### src/rtl/fetch_stage.sv
// Instruction-fetch stage: owns the pc, feeds instr_mem and loads the IF/ID register.
// Optional FETCH_ALIGN_CHECK_EN: word-align redirect targets and flag misalignment.
module fetch_stage #(
   parameter int unsigned               ADDR_WIDTH  = 32,
   parameter int unsigned               INSTR_WIDTH = 32,
   parameter logic [ADDR_WIDTH-1:0]     RESET_PC    = '0,
   parameter int unsigned               PC_STEP     = 4,
   parameter logic [INSTR_WIDTH-1:0]    NOP_INSTR   = 32'h0000_0013
) (
   input  logic                   clk_i,
   input  logic                   rst_i,
   input  logic                   stall_i,
   input  logic                   pc_src_i,
   input  logic [ADDR_WIDTH-1:0]  pc_target_i,
   output logic [ADDR_WIDTH-1:0]  pc_o,
   input  logic [INSTR_WIDTH-1:0] instr_i,
   output logic [INSTR_WIDTH-1:0] id_instr_o,
   output logic [ADDR_WIDTH-1:0]  id_pc_o,
   output logic [ADDR_WIDTH-1:0]  id_pc_plus4_o,
   output logic                   id_valid_o,
   output logic [31:0]            fetch_count_o,
   output logic                   misalign_err_o
);

   localparam logic [ADDR_WIDTH-1:0] STEP = ADDR_WIDTH'(PC_STEP);

   typedef struct packed {
      logic [INSTR_WIDTH-1:0] instr;
      logic [ADDR_WIDTH-1:0]  pc;
      logic [ADDR_WIDTH-1:0]  pc_plus4;
      logic                   valid;
   } if_id_t;

   typedef enum logic [1:0] {
      ACT_ADVANCE  = 2'd0,
      ACT_HOLD     = 2'd1,
      ACT_REDIRECT = 2'd2
   } act_e;

   logic [ADDR_WIDTH-1:0] pc_q, pc_d;
   logic [ADDR_WIDTH-1:0] pc_inc;
   logic [ADDR_WIDTH-1:0] target;
   if_id_t                ifid_q, ifid_d;
   logic [31:0]           cnt_q, cnt_d;
   act_e                  act;

   // Redirect outranks stall so a taken branch is never lost behind a hazard.
   always_comb begin
      act = ACT_ADVANCE;
      if (pc_src_i)
         act = ACT_REDIRECT;
      else if (stall_i)
         act = ACT_HOLD;
   end

   assign pc_inc = pc_q + STEP;

`ifdef FETCH_ALIGN_CHECK_EN
   logic mis_q, mis_d;
   logic target_mis;

   assign target_mis = |pc_target_i[1:0];
   assign target     = {pc_target_i[ADDR_WIDTH-1:2], 2'b00};

   always_comb begin
      mis_d = mis_q;
      if (act == ACT_REDIRECT && target_mis)
         mis_d = 1'b1;
   end

   always_ff @(posedge clk_i or posedge rst_i) begin
      if (rst_i)
         mis_q <= 1'b0;
      else
         mis_q <= mis_d;
   end

   assign misalign_err_o = mis_q;
`else
   assign target         = pc_target_i;
   assign misalign_err_o = 1'b0;
`endif

   always_comb begin
      pc_d   = pc_q;
      ifid_d = ifid_q;
      cnt_d  = cnt_q;
      unique case (act)
         ACT_REDIRECT: begin
            pc_d         = target;
            ifid_d.instr = NOP_INSTR;
            ifid_d.valid = 1'b0;
         end
         ACT_HOLD: begin
         end
         default: begin
            pc_d            = pc_inc;
            ifid_d.instr    = instr_i;
            ifid_d.pc       = pc_q;
            ifid_d.pc_plus4 = pc_inc;
            ifid_d.valid    = 1'b1;
            cnt_d           = cnt_q + 32'd1;
         end
      endcase
   end

   always_ff @(posedge clk_i or posedge rst_i) begin
      if (rst_i) begin
         pc_q            <= RESET_PC;
         ifid_q.instr    <= NOP_INSTR;
         ifid_q.pc       <= '0;
         ifid_q.pc_plus4 <= '0;
         ifid_q.valid    <= 1'b0;
         cnt_q           <= '0;
      end else begin
         pc_q   <= pc_d;
         ifid_q <= ifid_d;
         cnt_q  <= cnt_d;
      end
   end

   assign pc_o          = pc_q;
   assign id_instr_o    = ifid_q.instr;
   assign id_pc_o       = ifid_q.pc;
   assign id_pc_plus4_o = ifid_q.pc_plus4;
   assign id_valid_o    = ifid_q.valid;
   assign fetch_count_o = cnt_q;

endmodule

### config.mk
export PLATFORM = sky130hd
export DESIGN_NAME = fetch_stage
export DESIGN_NICKNAME = d
export VERILOG_FILES = /design/src/rtl/fetch_stage.sv
export SDC_FILE = /design/constraint.sdc
export NUM_CORES = 1
export LEC_CHECK = 0
export BUFFER_PORTS_ARGS = -buffer_cell sky130_fd_sc_hd__buf_4
export CORE_MARGIN = 2
export CORE_UTILIZATION = 30
export CTS_BUF_LIST = sky130_fd_sc_hd__clkbuf_8
export DETAILED_ROUTE_END_ITERATION = 6
export HOLD_SLACK_MARGIN = 0.05
export PLACE_DENSITY = 0.61
export SYNTH_ARGS = -nofsm -noshare
export SYNTH_HDL_FRONTEND = slang
export SYNTH_SLANG_ARGS = --single-unit
### constraint.sdc
create_clock -name clk_i -period 4.5 [get_ports clk_i]
set_input_delay 0.225 -clock clk_i [delete_from_list [all_inputs] [get_ports clk_i]]
set_output_delay 0.225 -clock clk_i [all_outputs]
set_load 0.01 [all_outputs]
==> impl_metrics.csv <==
group,metric,value,unit
run_status,outcome,"finished, final reports clean",
final_layout,final.fill_count,2391,
setup_path,worstPathArrival,3190,ps
setup_path,crit_path_top_delay_cell,"or4_1",
yosys,yosysWarnings,0,
yosys,synthCells,764,
final_layout,layout-drive-gt1-share,27.1,%
drt,wl_per_cell,16.6,um
placed_design,dp_hpwl,15300,um
setup_path,cp_cell_sequence,"ha_1 > nand3_1 > or4_1 > or4_1 > a31oi_1",
setup_path,worst-setup-path-type,"reg2reg",
yosys,ys.flop_type,"dfrtp_1",
yosys,synthArstFlopShare,100,%
clock_network,clock_latency,450,ps
final_layout,final-seq-area,0.00398,sq mm
yosys,syn_area_per_cell,9.71,sq um
yosys,synth_commonest_cells,"dfrtp_1, nand2_1, nor2_1",
global_route,grt_overflow,0,
yosys,ys_ff_latch,159,
min_path,hold_path_class,"in2reg",
timing,rsz0062_at_grt,"no",
final_layout,fin_nets,1087,
drt,drc,0,
yosys,syn_nets,834,
clock_network,clkTransAtPathRegs,90,ps
clock_network,cts_resized,0,
yosys,netlist_top_cells_area,"dfrtp_1, nand2_1, xnor2_1",
yosys,synth_area_leader_cell,"dfrtp_1",
clock_network,cts_sinks,159,
drt,drt_iter0_drc,377,
setup_path,path_common_cell,"or4_1",
clock_network,cts_tree,"built",
global_route,grt_pass1_wl,36000,um
yosys,yosysMostFrequentCell,"dfrtp_1",
setup_path,worst-path-max-fanout,16,
timing,max_slew_margin,30.8,%
power,ir_worst_vdd,162,uV
timing,worst_pin_slew,1030,ps
placed_design,routabilityCongestion,0.785,
clock_network,cts_max_level,4,
clock_network,post_cts_buffers,0,
floorplanning,initial_core_util,30.5,%
setup_path,start_kind,"flip-flop",
yosys,syn_area,0.00742,sq mm
power,p_leak,4.80,nW
final_layout,syn2layout_area_growth,39.6,%
clock_network,cts_buffers,17,
floorplanning,ios,230,
timing,slew_violations,0,
clock_network,cts_root_buffer,"clkbuf_8",
timing,layout_min_cycle_time,2810,ps
placed_design,placedCellCount,1258,
drt,via_per_inst,4.86,
timing,setup_violations,0,
floorplanning,die_x,161,um
global_route,antenna_found_initial,0,
setup_path,crit_required,4880,ps
drt,firstDrtPassIters,5,
yosys,seq_area_frac_synth,53.7,%
final_layout,multi_input_area,0.00313,sq mm
timing,tns,0,ps
setup_path,max_stage_delay,900,ps
floorplanning,rows,57,
timing,max_freq,355,MHz
timing,clock_skew,14.5,ps
setup_path,end_kind,"flip-flop",
power,powerDensity,349,mW/mm^2
drt,wirelength,22500,um
drt,drtAntennaViolNets,0,
global_route,grt_max_degree,115,
yosys,synth_edf_count,0,
yosys,yosys.area.top_type_share,52.6,%
global_route,first_global_vias,6569,
final_layout,n_antenna_cell,0,
floorplanning,dieArea,0.0260,sq mm
floorplanning,die_h,161,um
floorplanning,coreArea,0.0243,sq mm
timing,period_share,62.5,%
yosys,ys_types,45,
timing,hold_viol_final,0,
job,drv_cap,0,
global_route,grt.total_usage,17.6,%
clock_network,cts_hold_buf,64,
drt,num_vias,6567,
placed_design,numPortBuffers,228,
final_layout,stdcell_count,1352,
clock_network,clockBufferDepth,2,
worst paths after layout:
path	endpoint	slack, ps	cells after the start	start
setup / recovery	id_pc_plus4_o[26]	1690	5	pc_o[2]
hold / removal	pc_o[14]	90	3	pc_target_i[14]
setup reg to reg	id_pc_plus4_o[26]	1690	5	pc_o[2]
hold reg to reg	fetch_count_o[31]	480	1	fetch_count_o[31]
max in group asynchronous	id_instr_o[15]	2810	4	rst_i
min in group asynchronous	id_pc_o[24]	550	3	rst_i
critical path, delay by kind of cell (launching register included):
family	cells	cell delay, ps
AND/OR/NAND/NOR	3	1830
flip-flops	1	490
adder cells (fa/ha/maj)	1	260
AO/OA/AOI/OAI	1	170
logic make-up (layout without fill, tap and decap cells):
| group | Yosys count | count (layout) | share of synthesized area [%] |
|---|---|---|---|
| buf+inv | 71 | 335 | 4.17 |
| fa+ha+maj | 2 | 2 | 0.337 |
| mux | 35 | 35 | 4.76 |
| simple gates | 349 | 349 | 22.9 |
| other cells | 1 | 1 | 0.0506 |
| xor+xnor | 55 | 55 | 6.50 |
| flops | 159 | 159 | 53.7 |
| compound gates | 92 | 92 | 7.61 |
area by class of cell:
type,instances,area share (%)
Clock buffer,19,2.53
Clock inverter,11,1.37
Inverter,9,0.362
Multi-Input combinational cell,534,30.2
Sequential cell,159,38.5
Tap cell,324,3.91
Timing Repair Buffer,296,23.1
registers in the layout, summed over array words and instances (netlist names):
| name | cells |
|---|---|
| fetch_count_o | 32 |
| id_instr_o | 32 |
| id_pc_o | 32 |
| pc_o | 32 |
| id_pc_plus4_o | 30 |
| id_valid_o | 1 |
power by group:
group / internal [mW] / switching [mW]
sequential: 1.58 / 0.167
combinational: 0.383 / 0.370
clock: 0.569 / 0.539
placed cells by master, fill, tap and decap left out, types with 24 or more instances in the layout:
master,n
buf_4,231
nand3_1,24
o21ai_0,41
xnor2_1,44
nor2_1,67
nand2_1,140
dlygate4sd3_1,64
nand4_1,35
mux2i_1,33
dfrtp_1,156
metal layers:
metal	part of all wire (%)	global-route usage, %	vias to the layer above	wire length [um]
met5	0	0	-	0
met2	47	28.2	218	10600
met4	1.7	5.19	0	391
met3	7.2	5.37	24	1620
met1	44	23.0	3170	9910
li1	-	-	3155	-
per-stage QoR:
| step | power, mW | util (%) | setup slack, ps | hold slack, ps | instance area [sq um] |
|---|---|---|---|---|---|
| final | 3.61 | 42.6 | 1690 | 89.7 | 10400 |
| after global routing | 3.83 | 42.6 | 1470 | 67.8 | 10400 |
| after CTS | 3.67 | 42.6 | 1690 | 63.0 | 10400 |
| after detailed placement | 2.50 | 38.3 | 1690 | 439 | 9310 |
| after global placement | 2.48 | 38.3 | 1800 | 434 | 9310 |
| after floorplan | 2.09 | - | 2260 | 345 | 7420 |
No activity file was read; power rests on OpenSTA's default activity.
